<file path="src/rtl/pc_sequencer_if.sv">
// Bus between the program-counter sequencer and its surroundings.
// Fetch/control drive the select and targets; the sequencer returns the PC and stack status.
interface pc_sequencer_if #(
    parameter int WIDTH = 16
);
    logic             stall;
    logic [2:0]       sel;
    logic [WIDTH-1:0] branch_target;
    logic [WIDTH-1:0] jump_target;
    logic [WIDTH-1:0] reg_target;
    logic             call;
    logic [WIDTH-1:0] pc;
    logic [WIDTH-1:0] next_pc;
    logic             halted;
    logic             stack_empty;
    logic             stack_full;
    logic             stack_ovf;
    logic             stack_unf;

    modport master (
        output stall, sel, branch_target, jump_target, reg_target, call,
        input  pc, next_pc, halted, stack_empty, stack_full, stack_ovf, stack_unf
    );

    modport slave (
        input  stall, sel, branch_target, jump_target, reg_target, call,
        output pc, next_pc, halted, stack_empty, stack_full, stack_ovf, stack_unf
    );
endinterface

</file>
<file path="src/rtl/pc_sequencer.sv">
// Program-counter register with next-PC source select, RUN/HALT control,
// stall, and a circular hardware return-address stack.
module pc_sequencer #(
    parameter int          WIDTH       = 16,
    parameter int          STACK_DEPTH = 4,
    parameter int unsigned RESET_VEC   = 0,
    parameter int unsigned INT_VEC     = 22,
    parameter int unsigned TRAP_VEC    = 12,
    parameter int unsigned HALT_VEC    = 200
) (
    input  logic           clk,
    input  logic           rst,
    pc_sequencer_if.slave  bus
);
    localparam int PTR_W = $clog2(STACK_DEPTH);
    localparam int CNT_W = PTR_W + 1;
    localparam logic [CNT_W-1:0] DEPTH_CNT = CNT_W'(STACK_DEPTH);

    typedef enum logic {RUN, HALT} state_t;

    state_t           state;
    state_t           state_next;
    logic [WIDTH-1:0] pc_q;
    logic [WIDTH-1:0] pc_next;
    logic [WIDTH-1:0] seq;
    logic [WIDTH-1:0] stack_mem [STACK_DEPTH];
    logic [PTR_W-1:0] top;
    logic [PTR_W-1:0] top_next;
    logic [CNT_W-1:0] count;
    logic [CNT_W-1:0] count_next;
    logic             ovf_q;
    logic             ovf_next;
    logic             unf_q;
    logic             unf_next;
    logic             wr_en;
    logic [PTR_W-1:0] wr_idx;
    logic             empty;
    logic             full;

    assign seq   = pc_q + WIDTH'(1);
    assign empty = (count == '0);
    assign full  = (count == DEPTH_CNT);

    always_ff @(posedge clk or posedge rst) begin
        if (rst) state <= RUN;
        else     state <= state_next;
    end

    always_comb begin
        state_next = state;
        if (!bus.stall) begin
            case (state)
                RUN:  if (bus.sel == 3'd6) state_next = HALT;
                HALT: if (bus.sel == 3'd4) state_next = RUN;
                default: state_next = RUN;
            endcase
        end
    end

    // top always indexes the newest entry; a return-then-call rewrites that slot in place.
    always_comb begin
        pc_next    = pc_q;
        top_next   = top;
        count_next = count;
        ovf_next   = ovf_q;
        unf_next   = unf_q;
        wr_en      = 1'b0;
        wr_idx     = top;
        if (!bus.stall) begin
            if (state == HALT) begin
                if (bus.sel == 3'd4) pc_next = WIDTH'(INT_VEC);
            end else begin
                case (bus.sel)
                    3'd0: pc_next = seq;
                    3'd1: pc_next = bus.branch_target;
                    3'd2: pc_next = bus.jump_target;
                    3'd3: pc_next = bus.reg_target;
                    3'd4: pc_next = WIDTH'(INT_VEC);
                    3'd5: pc_next = WIDTH'(TRAP_VEC);
                    3'd6: pc_next = WIDTH'(HALT_VEC);
                    3'd7: begin
                        if (empty) begin
                            pc_next  = WIDTH'(TRAP_VEC);
                            unf_next = 1'b1;
                        end else begin
                            pc_next = stack_mem[top];
                        end
                    end
                    default: pc_next = seq;
                endcase
                if (bus.sel == 3'd7 && !empty) begin
                    if (bus.call) begin
                        wr_en  = 1'b1;
                        wr_idx = top;
                    end else begin
                        top_next   = top - PTR_W'(1);
                        count_next = count - CNT_W'(1);
                    end
                end else if (bus.call) begin
                    wr_en    = 1'b1;
                    wr_idx   = top + PTR_W'(1);
                    top_next = top + PTR_W'(1);
                    if (full) ovf_next = 1'b1;
                    else      count_next = count + CNT_W'(1);
                end
            end
        end
    end

    always_ff @(posedge clk or posedge rst) begin
        if (rst) begin
            pc_q  <= WIDTH'(RESET_VEC);
            top   <= '0;
            count <= '0;
            ovf_q <= 1'b0;
            unf_q <= 1'b0;
        end else begin
            pc_q  <= pc_next;
            top   <= top_next;
            count <= count_next;
            ovf_q <= ovf_next;
            unf_q <= unf_next;
        end
    end

    // Entries need no reset: an empty count makes stale contents unreachable.
    always_ff @(posedge clk) begin
        if (wr_en && !rst) stack_mem[wr_idx] <= seq;
    end

    assign bus.pc          = pc_q;
    assign bus.next_pc     = pc_next;
    assign bus.halted      = (state == HALT);
    assign bus.stack_empty = empty;
    assign bus.stack_full  = full;
    assign bus.stack_ovf   = ovf_q;
    assign bus.stack_unf   = unf_q;
endmodule

</file>
<file path="src/flat_wrapper.sv">
// flat-port wrapper written by rule: the top's interface ports become plain ports
module pc_sequencer_flat 
#(
    parameter int          WIDTH       = 16,
    parameter int          STACK_DEPTH = 4,
    parameter int unsigned RESET_VEC   = 0,
    parameter int unsigned INT_VEC     = 22,
    parameter int unsigned TRAP_VEC    = 12,
    parameter int unsigned HALT_VEC    = 200
)
  (clk, rst, bus_stall, bus_sel, bus_branch_target, bus_jump_target, bus_reg_target, bus_call, bus_pc, bus_next_pc, bus_halted, bus_stack_empty, bus_stack_full, bus_stack_ovf, bus_stack_unf);
  pc_sequencer_if #(.WIDTH(WIDTH)) bus_i ();
  input  logic clk;
  input  logic rst;
  input wire logic [$bits(bus_i.stall)-1:0] bus_stall;
  input wire logic [$bits(bus_i.sel)-1:0] bus_sel;
  input wire logic [$bits(bus_i.branch_target)-1:0] bus_branch_target;
  input wire logic [$bits(bus_i.jump_target)-1:0] bus_jump_target;
  input wire logic [$bits(bus_i.reg_target)-1:0] bus_reg_target;
  input wire logic [$bits(bus_i.call)-1:0] bus_call;
  output wire logic [$bits(bus_i.pc)-1:0] bus_pc;
  output wire logic [$bits(bus_i.next_pc)-1:0] bus_next_pc;
  output wire logic [$bits(bus_i.halted)-1:0] bus_halted;
  output wire logic [$bits(bus_i.stack_empty)-1:0] bus_stack_empty;
  output wire logic [$bits(bus_i.stack_full)-1:0] bus_stack_full;
  output wire logic [$bits(bus_i.stack_ovf)-1:0] bus_stack_ovf;
  output wire logic [$bits(bus_i.stack_unf)-1:0] bus_stack_unf;
  assign bus_i.stall = bus_stall;
  assign bus_i.sel = bus_sel;
  assign bus_i.branch_target = bus_branch_target;
  assign bus_i.jump_target = bus_jump_target;
  assign bus_i.reg_target = bus_reg_target;
  assign bus_i.call = bus_call;
  assign bus_pc = bus_i.pc;
  assign bus_next_pc = bus_i.next_pc;
  assign bus_halted = bus_i.halted;
  assign bus_stack_empty = bus_i.stack_empty;
  assign bus_stack_full = bus_i.stack_full;
  assign bus_stack_ovf = bus_i.stack_ovf;
  assign bus_stack_unf = bus_i.stack_unf;
  pc_sequencer #(.WIDTH(WIDTH), .STACK_DEPTH(STACK_DEPTH), .RESET_VEC(RESET_VEC), .INT_VEC(INT_VEC), .TRAP_VEC(TRAP_VEC), .HALT_VEC(HALT_VEC)) u_core (.clk(clk), .rst(rst), .bus(bus_i));
endmodule
</file>
<file path="config.mk">
export PLATFORM = sky130hd
export DESIGN_NAME = pc_sequencer_flat
export DESIGN_NICKNAME = d
export VERILOG_FILES = /design/src/rtl/pc_sequencer_if.sv /design/src/rtl/pc_sequencer.sv /design/src/flat_wrapper.sv
export SDC_FILE = /design/constraint.sdc
export NUM_CORES = 1
export LEC_CHECK = 0
export ABC_AREA = 1
export CORE_UTILIZATION = 56
export DETAILED_ROUTE_END_ITERATION = 7
export HOLD_SLACK_MARGIN = 0.02
export PLACE_DENSITY = 0.85
export SKIP_LAST_GASP = 1
export SYNTH_ARGS = -nofsm -noshare
export SYNTH_HDL_FRONTEND = slang
export SYNTH_SLANG_ARGS = --single-unit
</file>
<file path="constraint.sdc">
create_clock -name clk -period 6.5 [get_ports clk]
set_clock_uncertainty 0.2 [all_clocks]
set_input_delay 0.975 -clock clk [delete_from_list [all_inputs] [get_ports clk]]
set_output_delay 0.975 -clock clk [all_outputs]
set_load 0.005 [all_outputs]
</file>
==> qor.yml <==
status: "complete, no violations"
ir_drop_mv: 0.254
ys_seq_elements: 88
hpwl_um: 9130
multi_input_area_sq_mm: 0.00190
grt.met1_usage_pct: 40.5
num_vias: 4330
via_per_inst: 5.67
synth.area.top_cells: "edfxtp_1, nand2_1, dfrtp_1"
synth_edf_count: 64
overflow: 0
synth_compound_area_share_pct: 3.32
cts.clk_slew.worst_paths_ns: 0.08
final_common_cell: "nand2_1"
ctsLongestPathBuffers: 2
die_w_um: 93.8
clock_latency_ns: 0.36
yosys.area.top_type_share_pct: 40.8
core_sq_mm: 0.00818
synth-simple-area-share_pct: 34.3
grt_max_degree: 28
setup_violations: 0
hold_viol: 0
most-common-layout-cells: "nand2_1, clkdlybuf4s50_1, edfxtp_1"
crit_fanout: 21
io_buffers: 91
syn_inst: 570
gp_congestion: 0.955
drtAntennaViolNets: 0
route.detailed.drc: 0
antenna_found_initial: 0
cp-end-kind: "primary output"
tightest_slew_ns: 1.07
cp.arrival_ns: 3.79
holdBufCountCts: 0
slew-limit-headroom_pct: 28.4
numCtsBuffers: 9
syn-cell-area_sq_mm: 0.00472
hp-class: "reg2reg"
grt.total_usage_pct: 30.9
layout-drive-gt1-share_pct: 5.77
period_share_pct: 76.4
yosysTopAreaCell: "edfxtp_1"
crit_chain: "clkdlybuf4s50_1 > nor2_4 > nand2_1 > inv_1 > nand2_1 > nand2_1 > nor2_1 > nor2_1 > clkdlybuf4s50_1"
yosysSeqAreaShare_pct: 53.5
instances_no_fill: 764
drtIter0Drc: 423
nFillCells: 601
grt_pass1_wl_um: 20000
cts_tree: "built"
initial_core_util_pct: 57.7
fin_nets: 711
num_rows: 33
met3_usage_pct: 6.31
synth_top_family_by_area: "simple AND/OR/NAND/NOR gates"
wire_per_inst_um: 16.6
htreeDepth: 3
leakagePower_nw: 2.55
syn_nets: 627
yosys_warnings: 0
fmax_ghz: 0.201
period_needed_ns: 4.96
synthMuxAreaShare_pct: 0
area.growth.synth_to_final_pct: 24.7
post-cts-setup-buffers: 0
cap_violations: 0
p_per_area_mw_per_mm2: 328
total_power_mw: 1.93
cpPeakStageDelay_ns: 0.82
design_area_sq_mm: 0.00588
antenna_cells: 0
placed_area_sq_mm: 0.00568
seq_area_sq_mm: 0.00252
root_buffer: "clkbuf_8"
cts-resized-gates: 0
setup_tns_ns: 0
cts_num_sinks: 88
cpMaxStageDelayCell: "clkdlybuf4s50_1"
grt_pass1_vias: 4121
ioPinCount: 92
dp_cells: 748
crit_path_frequent_cell: "nand2_1"
synth.distinct_cells: 35
synth_xor_area_share_pct: 1.94
fp.dieH_um: 93.8
use_met2_pct: 49.9
dieArea_sq_mm: 0.00879
start_kind: "input port"
grt-busiest-layer: "met2"
rsz0062_at_grt: "false"
synth_flop_cell: "edfxtp_1"
first_pass_iters: 5
slew_viol_final: 0
worstPathRequired_ns: 5.32
async_flop_share_pct: 27.3
utilization_pct: 71.9
worstSetupPathType: "in2out"
synthAdderAreaFrac_pct: 0.690
totalWireLength_um: 12700
avgSynthCellArea_sq_um: 8.27
-- final timing paths --
check	from	endpoint	slack, ns	cells after the start
max	bus_sel[1]	bus_next_pc[4]	1.54	9
min	u_core.bus.stack_ovf	u_core.bus.stack_ovf	0.28	1
max reg2reg	u_core.top[0]	u_core.stack_mem[0][3]	3.09	7
min reg2reg	u_core.bus.stack_ovf	u_core.bus.stack_ovf	0.28	1
max in group asynchronous	rst	u_core.bus.pc[8]	4.57	2
min in group asynchronous	rst	u_core.bus.pc[12]	0.94	2
-- cell families (layout without fill, tap and decap cells) --
family	count (synthesis)	in the layout
DFF	88	88
and+or+nand+nor	373	373
adders and majority gates	2	2
AOI/OAI and AO/OA	29	29
buffers and inverters	70	159
xor gates and xnor gates	8	8
-- critical path, delay by kind of cell --
kind,cells,cell delay [ns]
and+or+nand+nor,6,1.07
buffers and inverters,3,1.75
-- power by group --
part           switching [mW]  internal, mW
sequential             0.0923         0.711
clock                   0.204         0.182
combinational           0.444         0.298
-- per-stage QoR --
stage / setup slack (ns) / hold WS [ns]
5_1_grt: 1.31 / 0.301
6_report: 1.54 / 0.278
4_1_cts: 1.62 / 0.281
2_1_floorplan: 3.36 / 0.249
3_5_place_dp: 1.64 / 0.261
3_3_place_gp: 1.66 / 0.261
-- final cells by class --
type                    count  area share, %
clock buffers               9           2.11
clock inverters             7           1.34
inverters                  50           3.32
multi-input cells         412           32.4
flip-flops and latches     88           42.9
well taps                 105           2.23
repair buffers             93           15.7
-- flip-flops by register name (all words and copies together), names as in the netlist --
register / flops
u_core.top: 2
u_core.bus.pc: 16
u_core.stack_mem: 64
u_core.bus.halted: 1
u_core.bus.stack_ovf: 1
u_core.count: 3
u_core.bus.stack_unf: 1
-- routing by layer --
metal	vias to the layer above	wire length, um
met5	-	0
met1	2021	5100
met4	0	384
met2	230	5970
li1	2052	-
met3	27	1220
-- cells in the mapped netlist (3+ instances only) --
cell and instances:
o21ai_0 20, or2_2 3, nand3_1 58, clkbuf_1 5
edfxtp_1 64, buf_2 12, nor2_1 46, dfrtp_1 24
xor2_1 4, nand4_1 28, inv_1 46, a21oi_1 5
nand2_1 228
Power figures use the tool's default switching activity.
